--- config.mk ---
export PLATFORM = sky130hd
export DESIGN_NAME = counter_gen
export DESIGN_NICKNAME = d
export VERILOG_FILES = /design/src/rtl/counter_pkg.sv /design/src/rtl/counter_prescaler.sv /design/src/rtl/counter_gen.sv
export SDC_FILE = /design/constraint.sdc
export NUM_CORES = 1
export LEC_CHECK = 0
export CAP_MARGIN = 20
export CORE_UTILIZATION = 43
export CTS_BUF_LIST = sky130_fd_sc_hd__clkbuf_4
export DETAILED_ROUTE_END_ITERATION = 6
export GPL_ROUTABILITY_DRIVEN = 0
export PLACE_DENSITY = 0.77
export SLEW_MARGIN = 20
export SYNTH_ARGS = -nofsm -noshare
export SYNTH_HDL_FRONTEND = slang
export SYNTH_SLANG_ARGS = --single-unit
--- constraint.sdc ---
create_clock -name clk -period 1.7 [get_ports clk]
set_input_delay 0.425 -clock clk [delete_from_list [all_inputs] [get_ports clk]]
set_output_delay 0.425 -clock clk [all_outputs]
set_load 0.005 [all_outputs]
--- src/rtl/counter_pkg.sv ---
// Shared constants and the per-edge operation type for the counter_gen block.
package counter_pkg;

  localparam logic DIR_UP   = 1'b1;
  localparam logic DIR_DOWN = 1'b0;

  localparam int unsigned MODE_WRAP = 32'd0;
  localparam int unsigned MODE_SAT  = 32'd1;

  // Operation selected on an edge, already resolved by priority.
  typedef enum logic [1:0] {
    OP_HOLD = 2'd0,
    OP_STEP = 2'd1,
    OP_LOAD = 2'd2,
    OP_CLR  = 2'd3
  } op_e;

endpackage

--- src/rtl/counter_prescaler.sv ---
// Enabled-cycle prescaler: tick is high while the phase sits at PRESCALE-1.
module counter_prescaler #(
  parameter int unsigned PRESCALE = 32'd1
) (
  input  logic clk,
  input  logic reset,
  input  logic en,
  input  logic clr,
  output logic tick
);

  localparam int unsigned PW = (PRESCALE > 32'd1) ? $clog2(PRESCALE) : 32'd1;
  localparam logic [PW-1:0] LAST = PW'(PRESCALE - 32'd1);

  logic [PW-1:0] phase_r;

  // Phase advances only on enabled cycles and restarts on clear or reset.
  always_ff @(posedge clk) begin
    if (!reset) begin
      phase_r <= {PW{1'b0}};
    end else if (clr) begin
      phase_r <= {PW{1'b0}};
    end else if (en) begin
      if (phase_r == LAST) begin
        phase_r <= {PW{1'b0}};
      end else begin
        phase_r <= phase_r + PW'(1);
      end
    end else begin
      phase_r <= phase_r;
    end
  end

  assign tick = (phase_r == LAST);

endmodule

--- src/rtl/counter_gen.sv ---
// Up/down counter with clamp-on-load, wrap or saturate at the boundary,
// prescaled stepping and a registered terminal-count pulse.
module counter_gen
  import counter_pkg::*;
#(
  parameter int unsigned WIDTH    = 32'd6,
  parameter int unsigned MAX      = 32'd63,
  parameter int unsigned SATURATE = 32'd0,
  parameter int unsigned PRESCALE = 32'd1
) (
  input  logic             clk,
  input  logic             reset,
  input  logic             cnt_en,
  input  logic             dir,
  input  logic             clr,
  input  logic             load,
  input  logic [WIDTH-1:0] load_val,
  output logic [WIDTH-1:0] cnt,
  output logic             tc
);

  // Reject parameter sets the counter cannot represent.
  if ((64'(MAX) >> WIDTH) != 64'd0) begin : g_bad_max
    $error("counter_gen: MAX does not fit in WIDTH bits");
  end
  if (PRESCALE < 32'd1 || PRESCALE > 32'd256) begin : g_bad_prescale
    $error("counter_gen: PRESCALE must be 1..256");
  end
  if (WIDTH < 32'd2 || WIDTH > 32'd32) begin : g_bad_width
    $error("counter_gen: WIDTH must be 2..32");
  end

  localparam logic [WIDTH-1:0] MAX_V = MAX[WIDTH-1:0];
  localparam logic             SAT   = (SATURATE == MODE_SAT);

  logic [WIDTH-1:0] cnt_r;
  logic             tc_r;
  logic [WIDTH-1:0] cnt_next_s;
  logic             tc_next_s;
  logic             tick_s;
  logic             at_bound_s;
  op_e              op_s;

  counter_prescaler #(
    .PRESCALE (PRESCALE)
  ) u_prescaler (
    .clk   (clk),
    .reset (reset),
    .en    (cnt_en),
    .clr   (clr | load),
    .tick  (tick_s)
  );

  // Resolve the edge's operation by priority and detect the boundary for the current direction.
  always_comb begin
    op_s = OP_HOLD;
    if (clr) begin
      op_s = OP_CLR;
    end else if (load) begin
      op_s = OP_LOAD;
    end else if (cnt_en && tick_s) begin
      op_s = OP_STEP;
    end else begin
      op_s = OP_HOLD;
    end
    if (dir == DIR_UP) begin
      at_bound_s = (cnt_r == MAX_V);
    end else begin
      at_bound_s = (cnt_r == {WIDTH{1'b0}});
    end
  end

  // Next count and terminal-count pulse; a boundary step either wraps or holds.
  always_comb begin
    cnt_next_s = cnt_r;
    tc_next_s  = 1'b0;
    case (op_s)
      OP_CLR:  cnt_next_s = {WIDTH{1'b0}};
      OP_LOAD: cnt_next_s = (load_val > MAX_V) ? MAX_V : load_val;
      OP_STEP: begin
        tc_next_s = at_bound_s;
        if (at_bound_s) begin
          if (SAT) begin
            cnt_next_s = cnt_r;
          end else begin
            cnt_next_s = (dir == DIR_UP) ? {WIDTH{1'b0}} : MAX_V;
          end
        end else begin
          cnt_next_s = (dir == DIR_UP) ? (cnt_r + WIDTH'(1)) : (cnt_r - WIDTH'(1));
        end
      end
      default: cnt_next_s = cnt_r;
    endcase
  end

  // Output registers.
  always_ff @(posedge clk) begin
    if (!reset) begin
      cnt_r <= {WIDTH{1'b0}};
      tc_r  <= 1'b0;
    end else begin
      cnt_r <= cnt_next_s;
      tc_r  <= tc_next_s;
    end
  end

  assign cnt = cnt_r;
  assign tc  = tc_r;

endmodule
After elaboration in Yosys (flattened, before gate mapping)
Cells that the tools add are included.

Input bits: 12. Register bits: 8. Word-level logic and storage cells: 29. Output and inout bits: 7.

Bitwise operators: 3. Add/sub/neg operators: 3. Eq/ne operators: 4. Muxes and demuxes: 10. Order comparisons: 1. Reduce and logical (&&, ||, !) cells: 5.

Operators by type and width (number): $mux W6 (4); $pmux W6 S3 (1); $add A6 B1 Y6 const B (1); $eq A6 B6 Y1 const B (1); $gt A6 B6 Y1 const B (1); $logic_not A6 Y1 (1); $sub A6 B1 Y6 const B (1); $eq A2 B2 Y1 const B (2); $mux W2 (2); $mux W1 (3); $reduce_bool A3 Y1 (1); $eq A2 B1 Y1 const B (1); $not A1 Y1 (2); $reduce_and A2 Y1 (1); $reduce_or A2 Y1 (1); $add A1 B1 Y1 const B (1); $logic_and A1 B1 Y1 (1); $or A1 B1 Y1 (1).

Longest topological paths before layout
Gate-level depths: netlist of run 1.

Depth in word-level cells: 7. Mapped depth: 9. Mapped depth without buffers: 8.

Hierarchy
A second synthesis of run 1 with hierarchy kept.

Cells, all modules: 67. Area, all modules: 605.6 um2.

By module, submodules not included: counter_gen (area an instance 594.3 um2, cells an instance 65, times used 1, sequential area each 140.1 um2); counter_prescaler (area an instance 11.3 um2, cells an instance 2, times used 1, sequential area each 0.0 um2).

Worst setup path before layout of run 1
No wires, ideal clock.

Path kind: input to register. From: input port load. To: register cnt_r[5] (netlist: cnt[5]). Arrival: 1653 ps. Setup slack: -38 ps. Buffers on the path: 0. Stages: 6. Library setup time: 84 ps. Path through: or2_2 ha_1 inv_1 and3_1 o211ai_1 o31ai_2.

Cells in the longest elaborated chain, start to end: 4. Elaborated cells on any way between the ends: 7. Those cells by class: eq/ne: 3; mux: 3; reduce/logical: 1.

Ends and longest elaborated chain: start: declaration (RTL line counter_gen.sv:16) `input logic load,`; $mux W2 * (RTL line counter_gen.sv:59) `end else if (load) begin`; $mux W2 * (RTL line counter_gen.sv:57) `if (clr) begin`; $eq A2 B1 Y1 or $eq A2 B2 Y1 (tied branches) (RTL line counter_gen.sv:77) `case (op_s)`; $pmux W6 S3 or $reduce_bool A3 Y1 (tied branches); end signal: assignment (RTL line counter_gen.sv:99) `cnt_r <= {WIDTH{1'b0}};`; end signal: assignment (RTL line counter_gen.sv:102) `cnt_r <= cnt_next_s;`; end: declaration (RTL line counter_gen.sv:36) `logic [WIDTH-1:0] cnt_r;`.

Mark *: on every way between the ends. The rest lies on a longest branch, timed or not. A chain may end at the register's enable or synchronous reset.

Worst setup path after layout of run 1
From: register cnt_r[5] (netlist: cnt[5]). To: output port cnt[5].

RTL lines: end: declaration (RTL line counter_gen.sv:18) `output logic [WIDTH-1:0] cnt,`.

No word-level cell between the ends.

==> impl_metrics.py, run 1 <==
metrics = {
    "cells_and_area": {
        "finalInstanceArea_um2": 1050,
        "final_layout_size_suffix_gt1_frac": 0.351,
        "syn_to_final_growth_pct": 63.4,
        "n_fill_cell": 101,
        "final_nets": 135,
        "diodes": 0,
    },
    "setup_path": {
        "path_cells": "clkdlybuf4s50_1",
        "critPathMaxStageDelay_ps": 550,
        "critPathLaunch": "cnt[5]",
        "worstReg2RegEnd": "cnt[5]",
        "critPathKind": "flop to output port",
        "cp.arrival_ps": 1270,
        "cp.depth": 1,
        "critPathBufInv": 1,
        "cpMaxStageDelayCell": "clkdlybuf4s50_1",
        "r2r_cells": 5,
        "r2r_start": "cnt[2]",
        "critPathRequiredTime_ps": 1270,
        "crit_end": "cnt[5]",
        "worstPathMaxFanout": 5,
        "cp-start-kind": "flop",
        "r2r_slack_ps": 150,
        "cp-end-kind": "output port",
        "crit_family": "buffers and inverters",
    },
    "placement": {
        "io_buffers": 18,
        "dpl.hpwl_um": 1570,
        "placed_area_um2": 958,
    },
    "job": {
        "cap_violations": 0,
    },
    "outcome": {
        "status": "completed",
    },
    "drt": {
        "ant_nets": 0,
        "dr_total_vias": 772,
        "first_pass_iters": 4,
        "viasPerCell": 5.98,
        "dr.first_iter.drc_count": 31,
        "drt-total-wl_um": 2080,
        "wl_per_cell_um": 16.1,
        "drc": 0,
    },
    "pwr": {
        "swShare": 0.329,
        "powerDensity_nw_per_um2": 559,
        "intPower_w": 0.000393,
        "ir_drop_uv": 318,
        "p_sw_w": 0.000193,
        "p_leak_nw": 0.491,
        "pwr-share-clk": 0.323,
        "seqPwrFrac": 0.310,
        "power_frac_comb": 0.367,
    },
    "clocking": {
        "clkTransAtPathRegs_ps": 70,
        "ctsHtreeMaxLevel": 1,
        "cts_hold_buf": 0,
        "root_buffer": "clkbuf_4",
        "cts_buffers": 3,
        "clock_sinks": 7,
        "cts_tree": "yes",
        "clk_latency_ps": 270,
        "cts.path.max_buffers": 2,
    },
    "synth": {
        "synth.largest_area_cell": "dfxtp_1",
        "synth_area_leaders": "dfxtp_1 (22%), ha_1 (14%), a32o_1 (4.7%), inv_1 (4.7%), nand2_1 (4.7%)",
        "syn_avg_cell_area_um2": 8.34,
        "yosysTopAreaCellShare": 0.218,
        "syn_nets": 97,
        "ys_seq_area_frac": 0.218,
        "yosysUniqueCellTypes": 32,
        "netlist_area_um2": 642,
        "yosysWarnings": 0,
        "ys_ff_latch": 7,
        "postSynthCellCount": 77,
    },
    "floorplan": {
        "start_util": 0.475,
        "dieArea_um2": 1650,
        "die_h_um": 40.6,
        "rows": 13,
        "core_area_um2": 1350,
        "io_pins": 19,
        "die_w_um": 40.6,
    },
    "timing": {
        "whs_ps": 600,
        "drv_slew": 0,
        "setup-violations-final": 0,
        "fin_crit_ps": 1700,
        "min_period_over_period": 0.998,
        "fmax_mhz": 589,
        "worstMarginPinSlew_ps": 428,
        "finalHoldViolations": 0,
        "tns_ps": 0,
        "slew_headroom": 0.712,
        "finalClockSkew_ps": 3.84,
    },
    "worst_hold_path": {
        "hp-class": "flop to flop",
        "worstHoldPathCells": 1,
        "min_from": "cnt[2]",
    },
    "global_route": {
        "grt_pass1_vias": 713,
        "grt-ovfl-total": 0,
        "grtUsageTotal": 0.286,
        "grt_pass1_wl_um": 3030,
        "antenna_found_initial": 0,
        "grt_max_degree": 9,
    },
}
through the flow:
| step | total power [W] | utilization | std cells | worst slack (ps) |
|---|---|---|---|---|
| 3_5_place_dp | 0.000383 | 0.710 | 123 | -598 |
| 5_1_grt | 0.000615 | 0.777 | 129 | -1.11 |
| 3_3_place_gp | 0.000376 | 0.710 | 123 | -517 |
| 6_report | 0.000586 | 0.777 | 129 | 3.44 |
| 4_1_cts | 0.000573 | 0.755 | 128 | -24.0 |
| 2_1_floorplan | 0.000289 | - | 77 | 10.7 |
synthesized netlist by cell type:
cell type / count
a21o_1: 1
a21boi_0: 1
a211oi_2: 1
nand3_1: 2
inv_1: 8
a22oi_1: 1
ha_1: 7
and3_1: 3
o31ai_2: 1
nand4_1: 1
dfxtp_1: 7
o21a_1: 3
fa_1: 1
a21oi_1: 4
o211ai_1: 1
a32oi_1: 1
buf_2: 1
a31oi_1: 1
and2_1: 1
o21ai_0: 5
o31ai_1: 2
nor4_4: 1
or2_2: 1
nor2_1: 1
nor3_1: 3
o211a_1: 1
nand2_1: 8
o21ai_1: 1
a32o_1: 3
xor2_1: 2
a21o_2: 1
a211o_1: 2
routing by layer:
metal / GRT usage / wire, µm / up-vias
met4: 0.125 / 40 / 0
met1: 0.329 / 850 / 351
met5: 0 / 0 / -
li1: - / - / 370
met3: 0.0489 / 158 / 8
met2: 0.512 / 1030 / 43
power by group through the flow:
stage,logic (W),clock network (W),registers [W]
after floorplan,0.000103,0,0.000185
after global placement,0.000191,0,0.000184
after detailed placement,0.000198,0,0.000185
after CTS,0.000207,0.000185,0.000182
after global routing,0.000233,0.000200,0.000182
final,0.000215,0.000189,0.000182
repair_timing:
item	in CTS	in global routing
endpoints found under the hold margin	0	0
setup buffers	1	1
gates cloned	0	0
resized for setup	14	8
pin swaps	9	5
endpoints found under the setup margin	7	6
flip-flops by register name, indices dropped and copies added (netlist names):
register and flops:
cnt 6, tc 1
cell usage in the layout (no fill, tap or decap), types with 3 or more instances in the layout:
master	n
o21a_1	3
a21oi_1	4
ha_1	4
buf_4	16
nand2_1	8
inv_1	4
dfxtp_1	4
ha_4	3
inv_2	4
a32o_1	3
dlygate4sd2_1	3
clkbuf_4	4
clkdlybuf4s50_1	13
o21ai_0	5
logic make-up after synthesis:
group / after synthesis / synth area share
AOI/OAI and AO/OA: 30 / 0.349
and+or+nand+nor: 21 / 0.183
buffers and inverters: 9 / 0.0546
adders and majority gates: 8 / 0.168
DFF: 7 / 0.218
xor gates and xnor gates: 2 / 0.0273
worst min-delay path by stage:
stage                        end  slack [ps]
final                     cnt[2]         600
after floorplan           cnt[3]         530
after CTS                 cnt[4]         670
after detailed placement  cnt[4]         650
after global placement    cnt[2]         650
after global routing      cnt[2]         610
layout make-up:
type | count | area (µm²) | share of cell area
Timing Repair Buffer | 34 | 294 | 0.280
Tap cell | 15 | 18.8 | 0.0179
Sequential cell | 7 | 146 | 0.140
Clock buffer | 4 | 30.0 | 0.0286
Inverter | 8 | 30.0 | 0.0286
Multi-Input combinational cell | 61 | 529 | 0.505
Note: power is estimated with default switching activity, not from simulation.
==> run 2: changes to the inputs <==
--- a/config.mk
+++ b/config.mk
@@ -6,11 +6,12 @@
 export NUM_CORES = 1
 export LEC_CHECK = 0
 export CAP_MARGIN = 20
-export CORE_UTILIZATION = 43
+export CORE_UTILIZATION = 48
 export CTS_BUF_LIST = sky130_fd_sc_hd__clkbuf_4
+export CTS_CLUSTER_SIZE = 12
 export DETAILED_ROUTE_END_ITERATION = 6
 export GPL_ROUTABILITY_DRIVEN = 0
-export PLACE_DENSITY = 0.77
+export PLACE_DENSITY = 0.81
 export SLEW_MARGIN = 20
 export SYNTH_ARGS = -nofsm -noshare
 export SYNTH_HDL_FRONTEND = slang
==> constraint.sdc (replaced) <==
create_clock -name clk -period 1.85 [get_ports clk]
set_input_delay 0.4625 -clock clk [delete_from_list [all_inputs] [get_ports clk]]
set_output_delay 0.4625 -clock clk [all_outputs]
set_load 0.005 [all_outputs]
==> impl_metrics.py, run 2 (synthesized netlist as in run 1, its figures left out) <==
metrics = {
    "clocking": {
        "ctsHtreeMaxLevel": 1,
        "postCtsSetupRepairBufs": 0,
        "root_buffer": "clkbuf_4",
        "clk_latency_ps": 260,
        "cts_buffers": 3,
        "clock_sinks": 7,
        "cts.path.max_buffers": 2,
        "cts_hold_buf": 0,
        "clkTransAtPathRegs_ps": 60,
        "cts_tree": "yes",
    },
    "global_route": {
        "use_met2": 0.550,
        "grt_pass1_wl_um": 3270,
        "grt-ovfl-total": 0,
        "antenna_found_initial": 0,
        "grtUsageTotal": 0.324,
        "grt_pass1_vias": 781,
        "grt_max_degree": 9,
        "top_usage_layer": "met2",
        "globalRouteMet3Util": 0.0578,
        "met1_usage": 0.393,
    },
    "drt": {
        "dr.first_iter.drc_count": 46,
        "drt-total-wl_um": 2270,
        "viasPerCell": 6.20,
        "drc": 0,
        "first_pass_iters": 5,
        "dr_total_vias": 775,
        "wl_per_cell_um": 18.2,
        "ant_nets": 0,
    },
    "cells_and_area": {
        "diodes": 0,
        "final_layout_size_suffix_gt1_frac": 0.360,
        "largest_reg_flops": 6,
        "mostFrequentLayoutCells": "clkdlybuf4s50_1 (14), buf_4 (13), nand2_1 (8)",
        "syn_to_final_growth_pct": 67.1,
        "final_nets": 132,
        "final_common_cell": "clkdlybuf4s50_1",
    },
    "setup_path": {
        "cp-start-kind": "flop",
        "critPathRequiredTime_ps": 1390,
        "critPathKind": "flop to output port",
        "path_cells": "buf_4 -> clkdlybuf4s50_1",
        "critPathMaxStageDelay_ps": 500,
        "cpMaxStageDelayCell": "clkdlybuf4s50_1",
        "cp-end-kind": "output port",
        "critPathLaunch": "cnt[1]",
        "worstPathMaxFanout": 5,
        "cp.arrival_ps": 1320,
        "r2r_start": "cnt[2]",
    },
    "floorplan": {
        "die_w_um": 38.6,
        "dieArea_um2": 1490,
        "start_util": 0.548,
        "core_area_um2": 1170,
        "rows": 12,
        "die_h_um": 38.6,
        "io_pins": 19,
    },
    "timing": {
        "drv_slew": 0,
        "finalHoldViolations": 0,
        "tns_ps": 0,
        "min_period_over_period": 0.965,
        "worstMarginPinSlew_ps": 507,
        "fmax_mhz": 560,
        "slew_headroom": 0.660,
        "finalClockSkew_ps": 1.57,
        "fin_crit_ps": 1790,
        "rsz0062_at_grt": "false",
        "setup-violations-final": 0,
    },
    "pwr": {
        "powerDensity_nw_per_um2": 512,
        "ir_drop_uv": 258,
        "p_leak_nw": 0.469,
        "finalPower_w": 0.000549,
    },
    "outcome": {
        "status": "completed",
    },
    "worst_hold_path": {
        "min_from": "cnt[5]",
        "hp-class": "flop to flop",
    },
    "placement": {
        "io_buffers": 18,
        "dpl.hpwl_um": 1450,
    },
    "job": {
        "cap_violations": 0,
    },
}
-- run 2: cell count changes in the layout (fill, tap and decap cells not counted), sizes merged --
| cell | change |
|---|---|
| dlygate4sd2 | -1 |
| clkbuf | -1 |
| dlymetal6s2s | +1 |
| buf | -3 |
| clkdlybuf4s50 | +1 |
-- run 2: cell type report --
cell class	instances	area, µm²
multi-input combinational	61	572
timing repair buffer	31	280
sequential	7	140
fill	51	98.8
inverter	8	32.5
clock buffer	4	30.0
tap	14	17.5
-- run 2: what timing repair did --
item	4_1_cts	5_1_grt
setup endpoints to repair	6	3
resized for setup	19	9
pin swaps	8	3
gates cloned	0	0
-- run 2: worst paths after layout --
check,endpoint,slack [ps],depth (start not counted)
worst max-delay path,cnt[1],60,2
worst min-delay path,cnt[5],710,2
worst max register to register,cnt[2],260,6
worst min register to register,cnt[5],710,2
-- run 2: critical path: cells and delay by family, from the launching register on --
family	cells	cell delay [ps]
buf+inv	2	680
flops	1	380
-- run 2: power breakdown --
group	internal [W]	switching, W	leakage (nW)
combinational	0.000109	0.000100	0.394
clock	0.0000981	0.0000727	0.0184
sequential	0.000157	0.0000115	0.0569
total	0.000365	0.000185	0.469
-- run 2: per-stage QoR --
stage | setup WS [ps] | cell area (µm²) | cells | hold slack [ps] | util
6_report | 64.4 | 1070 | 125 | 712 | 0.916
5_1_grt | 22.1 | 1070 | 125 | 713 | 0.916
4_1_cts | 12.5 | 1040 | 125 | 655 | 0.886
3_5_place_dp | -464 | 932 | 121 | 627 | 0.796
3_3_place_gp | -406 | 932 | 121 | 633 | 0.796
2_1_floorplan | 75.0 | 642 | 77 | 570 | -
-- run 2: layer usage --
metal  up-vias  share of wire  wire length [µm]
li1        357              -                 -
met1       354           0.44               995
met2        58           0.47              1060
met3         6          0.083               188
met4         0          0.012                27
met5         -              0                 0
==> run 3: changes to the inputs <==
--- a/config.mk
+++ b/config.mk
@@ -6,12 +6,12 @@
 export NUM_CORES = 1
 export LEC_CHECK = 0
 export CAP_MARGIN = 20
-export CORE_UTILIZATION = 48
+export CORE_UTILIZATION = 41
 export CTS_BUF_LIST = sky130_fd_sc_hd__clkbuf_4
 export CTS_CLUSTER_SIZE = 12
 export DETAILED_ROUTE_END_ITERATION = 6
 export GPL_ROUTABILITY_DRIVEN = 0
-export PLACE_DENSITY = 0.81
+export PLACE_DENSITY = 0.78
 export SLEW_MARGIN = 20
 export SYNTH_ARGS = -nofsm -noshare
 export SYNTH_HDL_FRONTEND = slang
==> impl_metrics.py, run 3 (synthesized netlist as in run 1, its figures left out) <==
metrics = {
    "setup_path": {
        "r2r_slack_ps": 220,
        "critPathMaxStageDelay_ps": 570,
        "worstReg2RegEnd": "cnt[5]",
        "critPathRequiredTime_ps": 1390,
        "critPathBufInv": 1,
        "cp.arrival_ps": 1340,
        "cp-start-kind": "flop",
        "cpMaxStageDelayCell": "clkdlybuf4s50_1",
        "critPathLaunch": "cnt[0]",
        "worstPathMaxFanout": 8,
        "critPathKind": "flop to output port",
        "cp-end-kind": "output port",
        "r2r_start": "cnt[2]",
        "crit_family": "buffers and inverters",
        "r2r_cells": 5,
        "path_cells": "clkdlybuf4s50_1",
    },
    "floorplan": {
        "core_area_um2": 1380,
        "die_h_um": 41.6,
        "start_util": 0.464,
        "rows": 13,
        "dieArea_um2": 1730,
        "io_pins": 19,
        "die_w_um": 41.6,
    },
    "cells_and_area": {
        "mostFrequentLayoutCells": "buf_4 (17), clkdlybuf4s50_1 (15), nand2_1 (8)",
        "final_nets": 136,
        "diodes": 0,
        "largest_reg_flops": 6,
        "n_fill_cell": 109,
        "final_layout_size_suffix_gt1_frac": 0.339,
        "final_common_cell": "buf_4",
        "syn_to_final_growth_pct": 65.9,
    },
    "placement": {
        "io_buffers": 18,
        "dp_slack_ps": -479,
        "dpl.hpwl_um": 1550,
    },
    "timing": {
        "finalHoldViolations": 0,
        "fmax_mhz": 556,
        "slew_headroom": 0.654,
        "finalClockSkew_ps": 6.61,
        "worstMarginPinSlew_ps": 515,
        "min_period_over_period": 0.973,
        "fin_crit_ps": 1800,
        "fin_ws_ps": 50.2,
        "drv_slew": 0,
        "setup-violations-final": 0,
    },
    "drt": {
        "viasPerCell": 5.98,
        "ant_nets": 0,
        "dr.first_iter.drc_count": 29,
        "dr_total_vias": 778,
        "drt-total-wl_um": 2080,
        "wl_per_cell_um": 16.0,
        "first_pass_iters": 5,
        "drc": 0,
    },
    "clocking": {
        "clock_sinks": 7,
        "clkTransAtPathRegs_ps": 60,
        "ctsHtreeMaxLevel": 1,
        "cts_tree": "yes",
        "cts.path.max_buffers": 2,
        "root_buffer": "clkbuf_4",
        "cts_buffers": 3,
        "cts_hold_buf": 0,
        "clk_latency_ps": 260,
    },
    "global_route": {
        "grtUsageTotal": 0.257,
        "grt_pass1_wl_um": 3350,
        "grt_pass1_vias": 756,
        "antenna_found_initial": 0,
        "grt_max_degree": 9,
        "grt-ovfl-total": 0,
    },
    "worst_hold_path": {
        "hold_end": "cnt[4]",
        "worstHoldPathCells": 2,
        "min_from": "cnt[4]",
        "hp-class": "flop to flop",
    },
    "outcome": {
        "status": "completed",
    },
    "pwr": {
        "finalPower_w": 0.000538,
        "p_leak_nw": 0.479,
        "ir_drop_uv": 383,
        "powerDensity_nw_per_um2": 505,
    },
    "job": {
        "cap_violations": 0,
    },
}
-- run 3: area by class of cell --
class	instances	area, µm²	area share
sequential	7	141	0.133
multi-input combinational	61	537	0.504
timing repair buffer	35	308	0.289
inverter	8	30.0	0.0282
clock buffer	4	30.0	0.0282
tap	15	18.8	0.0176
-- run 3: where the power goes --
group	switching [W]	total, W	internal (W)
clock	0.0000650	0.000163	0.0000975
combinational	0.0000939	0.000207	0.000113
sequential	0.0000105	0.000168	0.000158
-- run 3: per-layer routing --
| metal | share of wire | global-route usage | routed length [µm] |
|---|---|---|---|
| met1 | 0.40 | 0.297 | 827 |
| met2 | 0.52 | 0.444 | 1090 |
| met3 | 0.065 | 0.0870 | 135 |
| met4 | 0.013 | 0.0774 | 27 |
| met5 | 0 | 0 | 0 |
-- run 3: timing repair --
| item | 4_1_cts | 5_1_grt |
|---|---|---|
| setup endpoints to repair | 6 | 5 |
| setup buffers | 1 | 0 |
| pin swaps | 7 | 1 |
| gates resized for setup | 14 | 5 |
-- run 3: worst max-delay path by stage --
stage                  end  slack (ps)  cells after the start
floorplan           cnt[5]          70                      6
global placement    cnt[5]        -410                      7
detailed placement  cnt[5]        -480                      7
CTS                 cnt[4]           6                      9
global route        cnt[3]         -20                      9
finish              cnt[0]          50                      1
-- run 3: stage by stage --
stage	hold WS, ps	instance area [µm²]	std cells	setup TNS (ps)	util
after floorplan	570	642	77	0	-
after global placement	606	956	125	-2120	0.691
after detailed placement	599	956	125	-2380	0.691
after CTS	611	1040	130	0	0.752
after global routing	653	1060	130	-16.4	0.770
final	620	1060	130	0	0.770
